File: src/rtl/power_domain_sequencer.sv
// Compute-domain power sequencer: turns the power state requested by the
// power state machine into clock-gate, isolation, retention and power-switch
// controls, walking the domain through a fixed save/off/restore sequence.

package power_domain_sequencer_pkg;
    typedef enum logic [2:0] {
        PWR_ACTIVE           = 3'd0,
        PWR_IDLE             = 3'd1,
        PWR_SLEEP            = 3'd2,
        PWR_DEEP_SLEEP       = 3'd3,
        PWR_THERMAL_THROTTLE = 3'd4
    } power_state_t;
endpackage

module power_domain_sequencer
    import power_domain_sequencer_pkg::*;
#(
    parameter int unsigned ISO_CYCLES     = 2,
    parameter int unsigned SAVE_CYCLES    = 4,
    parameter int unsigned RESTORE_CYCLES = 4,
    parameter int unsigned ACK_TIMEOUT    = 256
) (
    input  logic         clk_i,
    input  logic         rst_i,
    input  power_state_t target_state_i,
    input  logic         pwr_sw_ack_i,
    input  logic         err_clr_i,
    output logic         clk_en_o,
    output logic         iso_en_o,
    output logic         ret_save_o,
    output logic         ret_restore_o,
    output logic         pwr_sw_en_o,
    output logic         throttle_o,
    output logic         wake_done_o,
    output logic         busy_o,
    output logic         ack_timeout_err_o,
    output logic [3:0]   seq_state_o
);

    typedef enum logic [3:0] {
        ST_ON      = 4'd0,
        ST_GATED   = 4'd1,
        ST_ISO     = 4'd2,
        ST_SAVE    = 4'd3,
        ST_PSW_OFF = 4'd4,
        ST_OFF     = 4'd5,
        ST_PSW_ON  = 4'd6,
        ST_RESTORE = 4'd7,
        ST_DEISO   = 4'd8
    } seq_state_t;

    localparam int unsigned DWELL_MAX_A = (ISO_CYCLES > SAVE_CYCLES) ? ISO_CYCLES : SAVE_CYCLES;
    localparam int unsigned DWELL_MAX   = (DWELL_MAX_A > RESTORE_CYCLES) ? DWELL_MAX_A : RESTORE_CYCLES;
    localparam int unsigned DW          = $clog2(DWELL_MAX) + 1;
    localparam int unsigned AW          = $clog2(ACK_TIMEOUT) + 1;

    // Counters hold the number of cycles already spent in the state, so the
    // last cycle of a dwell is the one where the count equals N-1.
    localparam logic [DW-1:0] ISO_LAST     = DW'(ISO_CYCLES - 1);
    localparam logic [DW-1:0] SAVE_LAST    = DW'(SAVE_CYCLES - 1);
    localparam logic [DW-1:0] RESTORE_LAST = DW'(RESTORE_CYCLES - 1);
    localparam logic [AW-1:0] ACK_LAST     = AW'(ACK_TIMEOUT - 1);

    seq_state_t    state_reg, state_next;
    logic [DW-1:0] dwell_reg, dwell_next;
    logic [AW-1:0] ack_cnt_reg, ack_cnt_next;
    logic          err_reg, err_next;
    logic          throttle_reg, throttle_next;
    logic          wake_done_reg, wake_done_next;
    logic          ack_timeout_set;
    logic          in_ack_wait;

    // Next-state logic; target is only looked at in ON, GATED and OFF.
    always_comb begin
        state_next      = state_reg;
        ack_timeout_set = 1'b0;
        case (state_reg)
            ST_ON: begin
                if (target_state_i == PWR_IDLE || target_state_i == PWR_SLEEP ||
                    target_state_i == PWR_DEEP_SLEEP)
                    state_next = ST_GATED;
            end
            ST_GATED: begin
                if (target_state_i == PWR_ACTIVE || target_state_i == PWR_THERMAL_THROTTLE)
                    state_next = ST_ON;
                else if (target_state_i == PWR_DEEP_SLEEP)
                    state_next = ST_ISO;
            end
            ST_ISO: begin
                if (dwell_reg == ISO_LAST) state_next = ST_SAVE;
            end
            ST_SAVE: begin
                if (dwell_reg == SAVE_LAST) state_next = ST_PSW_OFF;
            end
            ST_PSW_OFF: begin
                // A real ack on the final wait cycle takes priority over the timeout.
                if (!pwr_sw_ack_i) begin
                    state_next = ST_OFF;
                end else if (ack_cnt_reg == ACK_LAST) begin
                    state_next      = ST_OFF;
                    ack_timeout_set = 1'b1;
                end
            end
            ST_OFF: begin
                if (target_state_i != PWR_DEEP_SLEEP) state_next = ST_PSW_ON;
            end
            ST_PSW_ON: begin
                if (pwr_sw_ack_i) begin
                    state_next = ST_RESTORE;
                end else if (ack_cnt_reg == ACK_LAST) begin
                    state_next      = ST_RESTORE;
                    ack_timeout_set = 1'b1;
                end
            end
            ST_RESTORE: begin
                if (dwell_reg == RESTORE_LAST) state_next = ST_DEISO;
            end
            ST_DEISO: begin
                if (dwell_reg == ISO_LAST) state_next = ST_GATED;
            end
            default: state_next = ST_ON;
        endcase
    end

    // Counter, error-flag and registered-output next values.
    always_comb begin
        in_ack_wait = (state_reg == ST_PSW_OFF) || (state_reg == ST_PSW_ON);
        if (state_next != state_reg)
            dwell_next = '0;
        else if (dwell_reg != '1)
            dwell_next = dwell_reg + DW'(1);
        else
            dwell_next = dwell_reg;

        if (state_next != state_reg || !in_ack_wait)
            ack_cnt_next = '0;
        else if (ack_cnt_reg != '1)
            ack_cnt_next = ack_cnt_reg + AW'(1);
        else
            ack_cnt_next = ack_cnt_reg;

        // A new timeout beats a simultaneous clear so the event is never lost.
        if (ack_timeout_set)
            err_next = 1'b1;
        else if (err_clr_i)
            err_next = 1'b0;
        else
            err_next = err_reg;

        throttle_next  = (state_reg == ST_ON) && (target_state_i == PWR_THERMAL_THROTTLE);
        wake_done_next = (state_reg == ST_GATED) && (state_next == ST_ON);
    end

    // State and counter registers with synchronous reset back to ON.
    always_ff @(posedge clk_i) begin
        if (rst_i) begin
            state_reg     <= ST_ON;
            dwell_reg     <= '0;
            ack_cnt_reg   <= '0;
            err_reg       <= 1'b0;
            throttle_reg  <= 1'b0;
            wake_done_reg <= 1'b0;
        end else begin
            state_reg     <= state_next;
            dwell_reg     <= dwell_next;
            ack_cnt_reg   <= ack_cnt_next;
            err_reg       <= err_next;
            throttle_reg  <= throttle_next;
            wake_done_reg <= wake_done_next;
        end
    end

    // Moore decode of the physical controls from the current state.
    always_comb begin
        clk_en_o      = 1'b0;
        iso_en_o      = 1'b0;
        ret_save_o    = 1'b0;
        ret_restore_o = 1'b0;
        pwr_sw_en_o   = 1'b0;
        busy_o        = 1'b0;
        case (state_reg)
            ST_ON:      begin clk_en_o = 1'b1; pwr_sw_en_o = 1'b1; end
            ST_GATED:   begin pwr_sw_en_o = 1'b1; end
            ST_ISO:     begin iso_en_o = 1'b1; pwr_sw_en_o = 1'b1; busy_o = 1'b1; end
            ST_SAVE:    begin iso_en_o = 1'b1; ret_save_o = 1'b1; pwr_sw_en_o = 1'b1; busy_o = 1'b1; end
            ST_PSW_OFF: begin iso_en_o = 1'b1; busy_o = 1'b1; end
            ST_OFF:     begin iso_en_o = 1'b1; end
            ST_PSW_ON:  begin iso_en_o = 1'b1; pwr_sw_en_o = 1'b1; busy_o = 1'b1; end
            ST_RESTORE: begin iso_en_o = 1'b1; ret_restore_o = 1'b1; pwr_sw_en_o = 1'b1; busy_o = 1'b1; end
            ST_DEISO:   begin iso_en_o = 1'b1; pwr_sw_en_o = 1'b1; busy_o = 1'b1; end
            default:    begin clk_en_o = 1'b0; end
        endcase
    end

    assign throttle_o        = throttle_reg;
    assign wake_done_o       = wake_done_reg;
    assign ack_timeout_err_o = err_reg;
    assign seq_state_o       = state_reg;

endmodule

File: config.mk
export PLATFORM = sky130hd
export DESIGN_NAME = power_domain_sequencer
export DESIGN_NICKNAME = d
export VERILOG_FILES = /design/src/rtl/power_domain_sequencer.sv
export SDC_FILE = /design/constraint.sdc
export NUM_CORES = 1
export LEC_CHECK = 0
export CORE_AREA = 2 2 57 59
export CTS_CLUSTER_SIZE = 28
export DETAILED_ROUTE_END_ITERATION = 10
export DIE_AREA = 0 0 59 61
export SLEW_MARGIN = 0
export SYNTH_ARGS = -nofsm -noshare
export SYNTH_HDL_FRONTEND = slang
export SYNTH_SLANG_ARGS = --single-unit
File: constraint.sdc
create_clock -name clk_i -period 1.94 [get_ports clk_i]
set_input_delay 0.194 -clock clk_i [delete_from_list [all_inputs] [get_ports clk_i]]
set_output_delay 0.194 -clock clk_i [all_outputs]
set_load 0.005 [all_outputs]
==> reports/qor.log, run 1 <==
qor: run_status.outcome finished, final reports clean
qor: worst_setup_path.critical_path_class reg2out
qor: sta.setup_viol 0
qor: drt.dr_total_vias 961
qor: worst_setup_path.worst_path_largest_cell_delay 0.52 ns
qor: worst_setup_path.cp_max_fo 7
qor: drt.first_iter_violations 6
qor: worst_setup_path.path_cells buf_4 -> nor2_4 -> nor2b_1 -> a21oi_1 -> clkdlybuf4s50_1
qor: sta.worst-slew-pin-transition 0.454 ns
qor: synth.synth-seq-area-share 0.333
qor: placed_design.numPortBuffers 19
qor: sta.fin_hold_ws 0.531 ns
qor: clocking.cts_root_buf sky130_fd_sc_hd__clkbuf_4
qor: sta.final-hold-violation-count 0
qor: grt.grt_overflow 0
qor: worst_setup_path.r2r_slack 0.12 ns
qor: sta.fin_crit 1.87 ns
qor: synth.postSynthAreaPerCell 8.87 um^2
qor: clocking.cts.sinks 19
qor: drt.routed_wl 2530 um
qor: worst_setup_path.cp-end-kind output pin
qor: clocking.htree_num_levels 1
qor: power.power.ir.vdd_worst 0.219 mV
qor: synth.ffs_w_async_s_r_synth 0
qor: finish.stdcell_count 185
qor: drt.post_drt_via_cell_ratio 5.19
qor: worst_setup_path.r2r_cells 8
qor: finish.n_antenna_cell 0
qor: worst_setup_path.critPathArrivalTime 1.68 ns
qor: drt.detail_route.first_pass.iterations 3
qor: drt.wire_per_inst 13.7 um
qor: floorplanning.die-area 3600 um^2
qor: floorplanning.start_util 0.387
qor: worst_setup_path.setup.worst_path.start_class flop
qor: synth.synth_largest_type_area_fraction 0.333
qor: grt.largest_net_degree_at_the_start_of_global_routing 15
qor: placed_design.dpl_cell_area 1370 um^2
qor: run.max_cap_viol_count 0
qor: floorplanning.placementRows 20
qor: synth.netlist_top_cells_area sky130_fd_sc_hd__dfxtp_1 (33%), sky130_fd_sc_hd__ha_1 (7.7%), sky130_fd_sc_hd__nor2_1 (7.2%)
qor: clocking.cts.path.max_buffers 2
qor: placed_design.numPlacedInstances 179
qor: clocking.clkTransAtPathRegs 0.12 ns
qor: sta.report.final.slew_viol_count 0
qor: grt.grt_util_all_layers 0.150
qor: synth.syn_nets 143
qor: drt.drc_violations 0
qor: clocking.cts_inserted_buffers 3
qor: worst_setup_path.timing.critical_path.required 1.75 ns
qor: worst_setup_path.worst_r2r_startpoint ack_cnt_reg[0]
qor: sta.final_min_period_over_clock_period 0.966
qor: sta.fin_tns_setup 0 ns
qor: synth.postSynthCellCount 129
qor: placed_design.pre_cts_slack 0.0893 ns
qor: finish.largest_register_ff_count 9
qor: power.power.leakage 0.547 nW
qor: grt.grt_pass1_vias 894
qor: sta.finalWorstSetupSlack 0.0651 ns
qor: placed_design.dp_hpwl 1800 um
qor: power.power.density 504 nW/um^2
qor: sta.unrepaired_setup_endpoints_after_global_routing yes
qor: worst_setup_path.cp-startpoint seq_state_o[0]
qor: clocking.cts_tree yes
qor: synth.ys_seq_elements 19
qor: grt.initial_antenna_violation_count 0
qor: sta.finClkSkew 0.00659 ns
qor: sta.max_slew_margin 0.690
qor: worst_setup_path.capturing_point_of_the_worst_reg2reg_path dwell_reg[1]
qor: finish.fill_cells 270
qor: synth.dominantRegCellSynth sky130_fd_sc_hd__dfxtp_1
qor: synth.synth-warning-count 0
qor: power.design_power_total 0.745 mW
qor: worst_setup_path.setup.worst_path.end pwr_sw_en_o
qor: clocking.hold_buffers 0
qor: finish.total_area_of_multi_input_combinational_cells 759 um^2
qor: synth.synth-edff-count 0
qor: placed_design.gp_routability_congestion 0.768
qor: hold_path.hold_path.class in2reg
qor: floorplanning.placeableCoreArea 2950 um^2
qor: grt.first_pass_grt_wire_length 4100 um
qor: finish.syn2layout_area_growth 29.2%
qor: floorplanning.dieHeight 61 um
qor: synth.yosysTopAreaCell sky130_fd_sc_hd__dfxtp_1
qor: drt.ant_nets 0
qor: finish.final-seq-area 392 um^2
qor: synth.yosys-top-cells-count sky130_fd_sc_hd__nor2_1 (22), sky130_fd_sc_hd__dfxtp_1 (19), sky130_fd_sc_hd__nor3_1 (8)
qor: clocking.clock_insertion_delay_worst_skew 0.29 ns
qor: synth.yosysMostFrequentCell sky130_fd_sc_hd__nor2_1
qor: finish.finish.instance_area 1480 um^2
qor: floorplanning.floorplan.io_pins 20
qor: finish.post-route-util 0.500
qor: floorplanning.floorplan.die.width 59 um
qor: worst_setup_path.slowest_stage sky130_fd_sc_hd__clkdlybuf4s50_1
qor: sta.highest_clock_rate 533 MHz
qor: finish.fin_nets 167
qor: synth.synth.distinct_cells 39
qor: synth.synth_area 1140 um^2
qor: finish.post_route_cells_drive_above_1_share 0.224
[routing by layer]
metal  vias up  GRT usage  part of all wire
li1        501          -                 -
met1       446      0.205              0.49
met2        10      0.235              0.48
met3         4     0.0256             0.018
met4         0     0.0584             0.012
met5         -          0                 0
[logic make-up (layout without fill, tap and decap cells)]
group	Yosys count	after routing	synth area share
adders and majority gates	7	7	0.0766
and+or+nand+nor	63	63	0.318
DFF	19	19	0.333
muxes	1	1	0.00875
xor gates and xnor gates	12	12	0.0919
buffers and inverters	11	34	0.0514
AOI/OAI and AO/OA	16	16	0.120
[area by class of cell]
class,instances,area share
Clock inverter,1,0.00339
Clock buffer,3,0.0152
Timing Repair Buffer,25,0.159
Sequential cell,19,0.265
Tap cell,33,0.0279
Multi-Input combinational cell,99,0.514
Inverter,5,0.0152
[report_power, final]
part / total [mW] / switching (mW) / internal (mW)
Combinational: 0.131 / 0.0597 / 0.0713
Sequential: 0.412 / 0.0138 / 0.398
Clock: 0.202 / 0.126 / 0.0766
Total: 0.745 / 0.199 / 0.546
[worst max-delay path: cells and delay by family, from the launching register on]
kind | cells | cell delay, ns
buffers and inverters | 2 | 0.69
DFF | 1 | 0.40
and+or+nand+nor | 2 | 0.19
AOI/OAI and AO/OA | 1 | 0.11
[repair_timing]
action / in CTS / in global routing
gates resized for setup: 5 / 15
buffers inserted: 0 / 2
setup endpoints to repair: 5 / 16
pin swaps: 0 / 6
[layout by cell type, fill, tap and decap left out, types with 2 or more instances in the layout]
cell,Yosys,routed
sky130_fd_sc_hd__ha_1,7,6
sky130_fd_sc_hd__o21ai_0,2,2
sky130_fd_sc_hd__dfxtp_1,19,14
sky130_fd_sc_hd__xnor2_1,5,5
sky130_fd_sc_hd__clkbuf_4,0,3
sky130_fd_sc_hd__nand2b_1,2,2
sky130_fd_sc_hd__nand4b_1,2,2
sky130_fd_sc_hd__dfxtp_2,0,3
sky130_fd_sc_hd__nand3_1,2,2
sky130_fd_sc_hd__a32oi_4,1,2
sky130_fd_sc_hd__inv_1,5,4
sky130_fd_sc_hd__nor2_1,22,16
sky130_fd_sc_hd__nor4_1,2,2
sky130_fd_sc_hd__and4b_1,2,2
sky130_fd_sc_hd__clkdlybuf4s50_1,0,19
sky130_fd_sc_hd__a21oi_1,6,6
sky130_fd_sc_hd__nor2b_1,4,4
sky130_fd_sc_hd__nand4_1,2,2
sky130_fd_sc_hd__nand2_1,7,7
sky130_fd_sc_hd__dfxtp_4,0,2
sky130_fd_sc_hd__buf_4,0,6
sky130_fd_sc_hd__xor2_1,7,7
sky130_fd_sc_hd__nor2_2,0,5
sky130_fd_sc_hd__nor3_1,8,7
[worst min path at each step]
stage	startpoint	endpoint	slack, ns	depth (start not counted)
after floorplan	target_state_i[2]	throttle_o	0.39	1
after global placement	ack_cnt_reg[6]	ack_cnt_reg[6]	0.50	2
after detailed placement	ack_cnt_reg[8]	ack_cnt_reg[8]	0.52	2
after CTS	rst_i	seq_state_o[0]	0.52	2
after global routing	rst_i	seq_state_o[0]	0.53	2
final	rst_i	seq_state_o[0]	0.53	2
Note: power is estimated with default switching activity, not from simulation.
==> inputs of run 2 (changes only) <==
--- a/config.mk
+++ b/config.mk
@@ -9,6 +9,7 @@
 export CTS_CLUSTER_SIZE = 28
 export DETAILED_ROUTE_END_ITERATION = 10
 export DIE_AREA = 0 0 59 61
+export PLACE_DENSITY = 0.73
 export SLEW_MARGIN = 0
 export SYNTH_ARGS = -nofsm -noshare
 export SYNTH_HDL_FRONTEND = slang
==> reports/qor.log, run 2 (synthesis results as in run 1) <==
qor: run_status.outcome finished, final reports clean
qor: sta.worst-slew-pin-transition 0.379 ns [-0.0749 ns]
qor: clocking.hold_buffers 0 [unchanged]
qor: finish.fin_nets 166 [-0.60%]
qor: hold_path.hold_path.class reg2reg
qor: finish.syn2layout_area_growth 24.1%
qor: drt.post_drt_via_cell_ratio 5.23 [+0.75%]
qor: hold_path.worstHoldStart ack_cnt_reg[6]
qor: worst_setup_path.r2r_slack 0.10 ns [-0.02 ns]
qor: power.power.density 517 nW/um^2 [+2.5%]
qor: worst_setup_path.critical_path_class reg2reg
qor: sta.highest_clock_rate 544 MHz [+1.9%]
qor: power.power.leakage 0.534 nW [-2.5%]
qor: clocking.clock_insertion_delay_worst_skew 0.30 ns [about the same]
qor: finish.n_antenna_cell 0 [unchanged]
qor: grt.initial_antenna_violation_count 0 [unchanged]
qor: clocking.cts_root_buf sky130_fd_sc_hd__clkbuf_4
qor: placed_design.gp_routability_congestion 0.827 [+7.7%]
qor: clocking.cts_tree yes
qor: sta.setup_viol 0 [unchanged]
qor: power.design_power_total 0.734 mW [-1.5%]
qor: sta.fin_tns_setup 0 ns [unchanged]
qor: finish.largest_register_ff_count 9 [unchanged]
qor: floorplanning.placementRows 20 [unchanged]
qor: hold_path.hold-path-endpoint ack_cnt_reg[6]
qor: sta.final-hold-violation-count 0 [unchanged]
qor: worst_setup_path.r2r_cells 8 [unchanged]
qor: drt.detail_route.first_pass.iterations 4 [+1]
qor: grt.grt_util_all_layers 0.133 [-0.0165]
qor: sta.unrepaired_setup_endpoints_after_global_routing yes
qor: grt.grt_pass1_vias 859 [-3.9%]
qor: drt.ant_nets 0 [unchanged]
qor: floorplanning.dieHeight 61 um [unchanged]
qor: floorplanning.die-area 3600 um^2 [unchanged]
qor: finish.post_route_cells_drive_above_1_share 0.185 [-0.0383]
qor: clocking.cts.path.max_buffers 2 [unchanged]
qor: worst_setup_path.capturing_point_of_the_worst_reg2reg_path dwell_reg[0]
qor: grt.first_pass_grt_wire_length 3640 um [-11%]
qor: drt.wire_per_inst 12.5 um [-8.6%]
qor: finish.post-route-util 0.481 [-0.0199]
qor: sta.fin_hold_ws 0.532 ns [+0.00156 ns]
qor: placed_design.dpl_cell_area 1370 um^2 [unchanged]
qor: placed_design.numPortBuffers 19 [unchanged]
qor: floorplanning.start_util 0.387 [unchanged]
qor: sta.max_slew_margin 0.745 [+0.0555]
qor: placed_design.dp_hpwl 1710 um [-4.8%]
qor: drt.drc_violations 0 [unchanged]
qor: worst_setup_path.worst_r2r_startpoint ack_cnt_reg[0]
qor: worst_setup_path.setup.worst_path.start_class flop
qor: clocking.cts_inserted_buffers 3 [unchanged]
qor: sta.finClkSkew 0.0125 ns [+0.00596 ns]
qor: worst_setup_path.cp-end-kind flop
qor: grt.grt_overflow 0 [unchanged]
qor: grt.largest_net_degree_at_the_start_of_global_routing 15 [unchanged]
qor: worst_setup_path.cp_max_fo 3 [-4]
qor: floorplanning.floorplan.die.width 59 um [unchanged]
qor: hold_path.instance_count_along_the_most_critical_hold_path 2 [unchanged]
qor: finish.layout.cells.most_common_list sky130_fd_sc_hd__nor2_1 (21), sky130_fd_sc_hd__clkdlybuf4s50_1 (19), sky130_fd_sc_hd__dfxtp_1 (14)
qor: finish.layout_commonest_cell sky130_fd_sc_hd__nor2_1
qor: worst_setup_path.critPathArrivalTime 2.06 ns [+0.38 ns]
qor: drt.routed_wl 2300 um [-9.1%]
qor: floorplanning.floorplan.io_pins 20 [unchanged]
qor: clocking.htree_num_levels 1 [unchanged]
qor: sta.final_min_period_over_clock_period 0.948 [-0.0184]
qor: worst_setup_path.timing.critical_path.required 2.16 ns [+0.41 ns]
qor: sta.report.final.slew_viol_count 0 [unchanged]
qor: clocking.cts.sinks 19 [unchanged]
qor: sta.fin_crit 1.84 ns [-0.0358 ns]
qor: drt.dr_total_vias 963 [+0.21%]
qor: floorplanning.placeableCoreArea 2950 um^2 [unchanged]
qor: power.power.ir.vdd_worst 0.185 mV [-15%]
qor: clocking.clkTransAtPathRegs 0.10 ns [-0.02 ns]
qor: run.max_cap_viol_count 0 [unchanged]
qor: drt.first_iter_violations 23 [+17]
qor: finish.finish.instance_area 1420 um^2 [-4.0%]
## run 2: timing repair
action / 4_1_cts / 5_1_grt
endpoints found under the setup margin: 5 / 18
gates resized for setup: 2 / 7
pin swaps: 0 / 4
setup buffers: 0 / 1
## run 2: area by class of cell
| cell class | count | area (um^2) |
|---|---|---|
| clock buffers | 3 | 22.5 |
| clock inverters | 1 | 5.00 |
| fillers | 287 | 1530 |
| inverters | 5 | 18.8 |
| multi-input cells | 99 | 717 |
| flip-flops and latches | 19 | 387 |
| well taps | 33 | 41.3 |
| repair buffers | 24 | 228 |
## run 2: how the worst max path moves through the flow
stage	from	end	slack, ns	cells past startpoint
floorplan	ack_cnt_reg[0]	dwell_reg[0]	0.25	8
global placement	ack_cnt_reg[0]	dwell_reg[1]	0.18	8
detailed placement	ack_cnt_reg[0]	dwell_reg[0]	0.06	8
CTS	seq_state_o[0]	ret_save_o	0.008	4
global route	ack_cnt_reg[0]	dwell_reg[0]	-0.03	8
finish	ack_cnt_reg[0]	dwell_reg[0]	0.10	8
## run 2: where the power goes
group,internal [mW],switching (mW)
logic,0.0662,0.0537
registers,0.399,0.0115
clock network,0.0767,0.126
total,0.542,0.191
## run 2: through the flow
stage	worst slack, ns	instances
after floorplan	0.247	129
after global placement	0.176	179
after detailed placement	0.0567	179
after CTS	0.00834	183
after global routing	-0.0309	184
final	0.101	184
## run 2: metal layers
metal | vias up | wire length [um] | track usage | share of wire
met2 | 14 | 1100 | 0.221 | 0.48
met5 | - | 0 | 0 | 0
met1 | 450 | 1120 | 0.173 | 0.49
met4 | 0 | 40 | 0.0584 | 0.017
met3 | 4 | 45 | 0.0192 | 0.020
li1 | 495 | - | - | -
## run 2: worst max-delay path, stage by stage, from the launching register on
cell,delay (ns)
sky130_fd_sc_hd__dfxtp_2,0.35
sky130_fd_sc_hd__ha_1,0.21
sky130_fd_sc_hd__nand3_1,0.09
sky130_fd_sc_hd__nor2_1,0.06
sky130_fd_sc_hd__ha_2,0.19
sky130_fd_sc_hd__o21a_1,0.18
sky130_fd_sc_hd__a32oi_2,0.26
sky130_fd_sc_hd__nand4b_1,0.22
sky130_fd_sc_hd__nor3_1,0.21
==> inputs of run 3 (changes only) <==
--- a/config.mk
+++ b/config.mk
@@ -5,10 +5,11 @@
 export SDC_FILE = /design/constraint.sdc
 export NUM_CORES = 1
 export LEC_CHECK = 0
-export CORE_AREA = 2 2 57 59
+export ABC_AREA = 1
+export CORE_AREA = 2 2 58 60
 export CTS_CLUSTER_SIZE = 28
 export DETAILED_ROUTE_END_ITERATION = 10
-export DIE_AREA = 0 0 59 61
+export DIE_AREA = 0 0 60 62
 export PLACE_DENSITY = 0.73
 export SLEW_MARGIN = 0
 export SYNTH_ARGS = -nofsm -noshare
==> reports/qor.log, run 3 <==
qor: run_status.outcome finished, final reports clean
qor: sta.finalWorstSetupSlack 0.0777 ns [-0.0232 ns]
qor: clocking.clkTransAtPathRegs 0.12 ns [+0.02 ns]
qor: synth.synth_area 1180 um^2 [+2.8%]
qor: floorplanning.die-area 3720 um^2 [+3.4%]
qor: power.power.ir.vdd_worst 0.155 mV [-16%]
qor: finish.finish.instance_area 1580 um^2 [+11%]
qor: placed_design.numPortBuffers 19 [unchanged]
qor: synth.postSynthAreaPerCell 6.76 um^2 [-24%]
qor: worst_setup_path.slowest_stage sky130_fd_sc_hd__dfxtp_2
qor: drt.dr_total_vias 1148 [+19%]
qor: worst_setup_path.critical_path_class reg2reg
qor: power.power.density 480 nW/um^2 [-7.2%]
qor: worst_setup_path.timing.critical_path.required 2.18 ns [+0.02 ns]
qor: hold_path.hold_path.class in2reg
qor: synth.ffs_w_async_s_r_synth 0 [unchanged]
qor: worst_setup_path.setup.worst_path.start_class flop
qor: grt.largest_net_degree_at_the_start_of_global_routing 12 [-3]
qor: worst_setup_path.critical_path_buf_inv_count 2 [+2]
qor: drt.wire_per_inst 10.3 um [-18%]
qor: finish.post_route_cells_drive_above_1_share 0.244 [+0.0584]
qor: worst_setup_path.worst_path_largest_cell_delay 0.37 ns [+0.02 ns]
qor: sta.finClkSkew 0.00609 ns [-0.00645 ns]
qor: grt.initial_antenna_violation_count 0 [unchanged]
qor: drt.routed_wl 2540 um [+10%]
qor: synth.yosysMostFrequentCell sky130_fd_sc_hd__nand2_1
qor: sta.unrepaired_setup_endpoints_after_global_routing yes
qor: placed_design.numPlacedInstances 241 [+35%]
qor: sta.fin_crit 1.86 ns [+0.0232 ns]
qor: placed_design.dpl_cell_area 1440 um^2 [+5.1%]
qor: drt.maxUsedRoutingLayer met4
qor: synth.dominantRegCellSynth sky130_fd_sc_hd__dfxtp_1
qor: synth.netlist_top_cells_area sky130_fd_sc_hd__dfxtp_1 (32%), sky130_fd_sc_hd__nand2_1 (11%), sky130_fd_sc_hd__nor2_1 (8.6%)
qor: grt.grt_util_all_layers 0.138 [+0.00491]
qor: finish.stdcell_count 247 [+34%]
qor: grt.grt_pass1_vias 953 [+11%]
qor: floorplanning.dieHeight 62 um [+1.6%]
qor: synth.postSynthCellCount 174 [+35%]
qor: finish.layout_commonest_cell sky130_fd_sc_hd__nand2_1
qor: clocking.cts_tree yes
qor: sta.final_min_period_over_clock_period 0.960 [+0.0120]
qor: worst_setup_path.cp_max_fo 8 [+5]
qor: clocking.htree_num_levels 1 [unchanged]
qor: sta.highest_clock_rate 537 MHz [-1.2%]
qor: grt.first_pass_grt_wire_length 3900 um [+7.0%]
qor: drt.wl_met2 1250 um [+14%]
qor: worst_setup_path.path_cells ha_4 -> nand2_2 -> nor3_2 -> and3_4 -> ha_4 -> buf_4 -> clkinvlp_4 -> nand2_1 -> or2_2 -> a21oi_1
qor: grt.grt_overflow 0 [unchanged]
qor: drt.detailroute.wirelength.met3 65 um [+44%]
qor: power.power.leakage 0.667 nW [+25%]
qor: placed_design.dp_hpwl 1830 um [+6.5%]
qor: sta.setup_viol 0 [unchanged]
qor: drt.detail_route.first_pass.iterations 5 [+1]
qor: floorplanning.floorplan.io_pins 20 [unchanged]
qor: drt.first_iter_violations 39 [+70%]
qor: sta.worst-slew-pin-transition 0.294 ns [-0.0851 ns]
qor: synth.synth_largest_type_area_fraction 0.323 [-0.00920]
qor: clocking.cts_root_buf sky130_fd_sc_hd__clkbuf_4
qor: synth.synth.distinct_cells 28 [-28%]
qor: synth.synth-warning-count 0 [unchanged]
qor: drt.wl_met1 1200 um [+7.1%]
qor: synth.synth-edff-count 0 [unchanged]
qor: drt.ant_nets 0 [unchanged]
qor: finish.layout.cells.most_common_list sky130_fd_sc_hd__nand2_1 (34), sky130_fd_sc_hd__inv_1 (23), sky130_fd_sc_hd__nor2_1 (23)
qor: finish.fin_nets 216 [+30%]
qor: clocking.cts_inserted_buffers 3 [unchanged]
qor: finish.n_antenna_cell 0 [unchanged]
qor: floorplanning.start_util 0.370 [-0.0174]
qor: placed_design.pre_cts_slack -0.0569 ns [-0.114 ns]
qor: finish.post-route-util 0.496 [+0.0158]
qor: clocking.cts.sinks 19 [unchanged]
qor: sta.final-hold-violation-count 0 [unchanged]
qor: worst_setup_path.cpLargestDelayFamily simple AND/OR/NAND/NOR gates
qor: run.max_cap_viol_count 0 [unchanged]
qor: worst_setup_path.critical-path-top-cell-by-count sky130_fd_sc_hd__ha_4
qor: worst_setup_path.cp-end-kind flop
qor: synth.yosys-top-cells-count sky130_fd_sc_hd__nand2_1 (36), sky130_fd_sc_hd__nor2_1 (27), sky130_fd_sc_hd__inv_1 (25)
qor: worst_setup_path.critPathArrivalTime 2.10 ns [+0.04 ns]
qor: drt.drc_violations 0 [unchanged]
qor: clocking.clock_insertion_delay_worst_skew 0.31 ns [about the same]
qor: sta.fin_tns_setup 0 ns [unchanged]
qor: floorplanning.placeableCoreArea 3180 um^2 [+7.7%]
qor: sta.max_slew_margin 0.804 [+0.0583]
qor: drt.post_drt_via_cell_ratio 4.65 [-11%]
qor: finish.syn2layout_area_growth 34.1%
qor: synth.ys_seq_elements 19 [unchanged]
qor: placed_design.gp_routability_congestion 0.835 [+0.94%]
qor: clocking.cts.path.max_buffers 2 [unchanged]
qor: floorplanning.floorplan.die.width 60 um [+1.7%]
qor: finish.largest_register_ff_count 9 [unchanged]
qor: synth.syn_nets 188 [+31%]
qor: synth.synth-seq-area-share 0.323 [-0.00920]
qor: synth.yosysTopAreaCell sky130_fd_sc_hd__dfxtp_1
qor: sta.report.final.slew_viol_count 0 [unchanged]
qor: floorplanning.placementRows 21 [+5.0%]
==> run 3: routing by layer <==
| layer | vias up | GRT usage |
|---|---|---|
| li1 | 605 | - |
| met5 | - | 0 |
| met1 | 519 | 0.176 |
| met2 | 22 | 0.233 |
| met4 | 0 | 0.0698 |
| met3 | 2 | 0.0124 |
==> run 3: final cells by class <==
class,instances,area [um^2]
clock buffer,3,22.5
clock inverter,1,5.00
fill,306,1600
inverter,29,118
multi-input combinational,125,759
sequential,19,388
tap,46,57.6
timing repair buffer,24,228
==> run 3: what timing repair did <==
item | in CTS | in global routing
setup endpoints to repair | 6 | 15
pin swaps | 1 | 13
resized for setup | 6 | 21
buffers inserted | 0 | 2
hold buffers | 0 | 0
==> run 3: power breakdown <==
group / leakage, nW / switching [mW] / total, mW / internal (mW)
Combinational: 0.492 / 0.0656 / 0.128 / 0.0620
Clock: 0.0177 / 0.137 / 0.214 / 0.0769
Sequential: 0.157 / 0.0141 / 0.415 / 0.401
Total: 0.667 / 0.217 / 0.757 / 0.540
==> run 3: final timing paths <==
kind,start,end,slack [ns],cells past startpoint
worst max-delay path,ack_cnt_reg[1],ack_cnt_reg[6],0.08,10
worst min-delay path,target_state_i[2],throttle_o,0.51,3
worst max register to register,ack_cnt_reg[1],ack_cnt_reg[6],0.08,10
worst min register to register,ack_cnt_reg[1],ack_cnt_reg[1],0.51,2
==> run 3: stage by stage <==
stage | total power, mW | hold WS (ns)
finish | 0.757 | 0.510
floorplan | 0.495 | 0.263
detailed placement | 0.538 | 0.484
global route | 0.794 | 0.528
CTS | 0.747 | 0.488
global placement | 0.536 | 0.480
==> run 3: kinds of logic (layout without fill, tap and decap cells) <==
logic type | Yosys count | in the layout | share of synthesized area
AOI/OAI and AO/OA | 17 | 17 | 0.0883
DFF | 19 | 19 | 0.323
and+or+nand+nor | 98 | 98 | 0.387
buffers and inverters | 30 | 57 | 0.104
xor gates and xnor gates | 3 | 3 | 0.0223
adders and majority gates | 7 | 7 | 0.0745
==> run 3: tightest hold or removal path, cell delays in order <==
cell and delay [ns]:
sky130_fd_sc_hd__clkdlybuf4s50_1 0.45, sky130_fd_sc_hd__nand3_1 0.10, sky130_fd_sc_hd__nor2_1 0.04
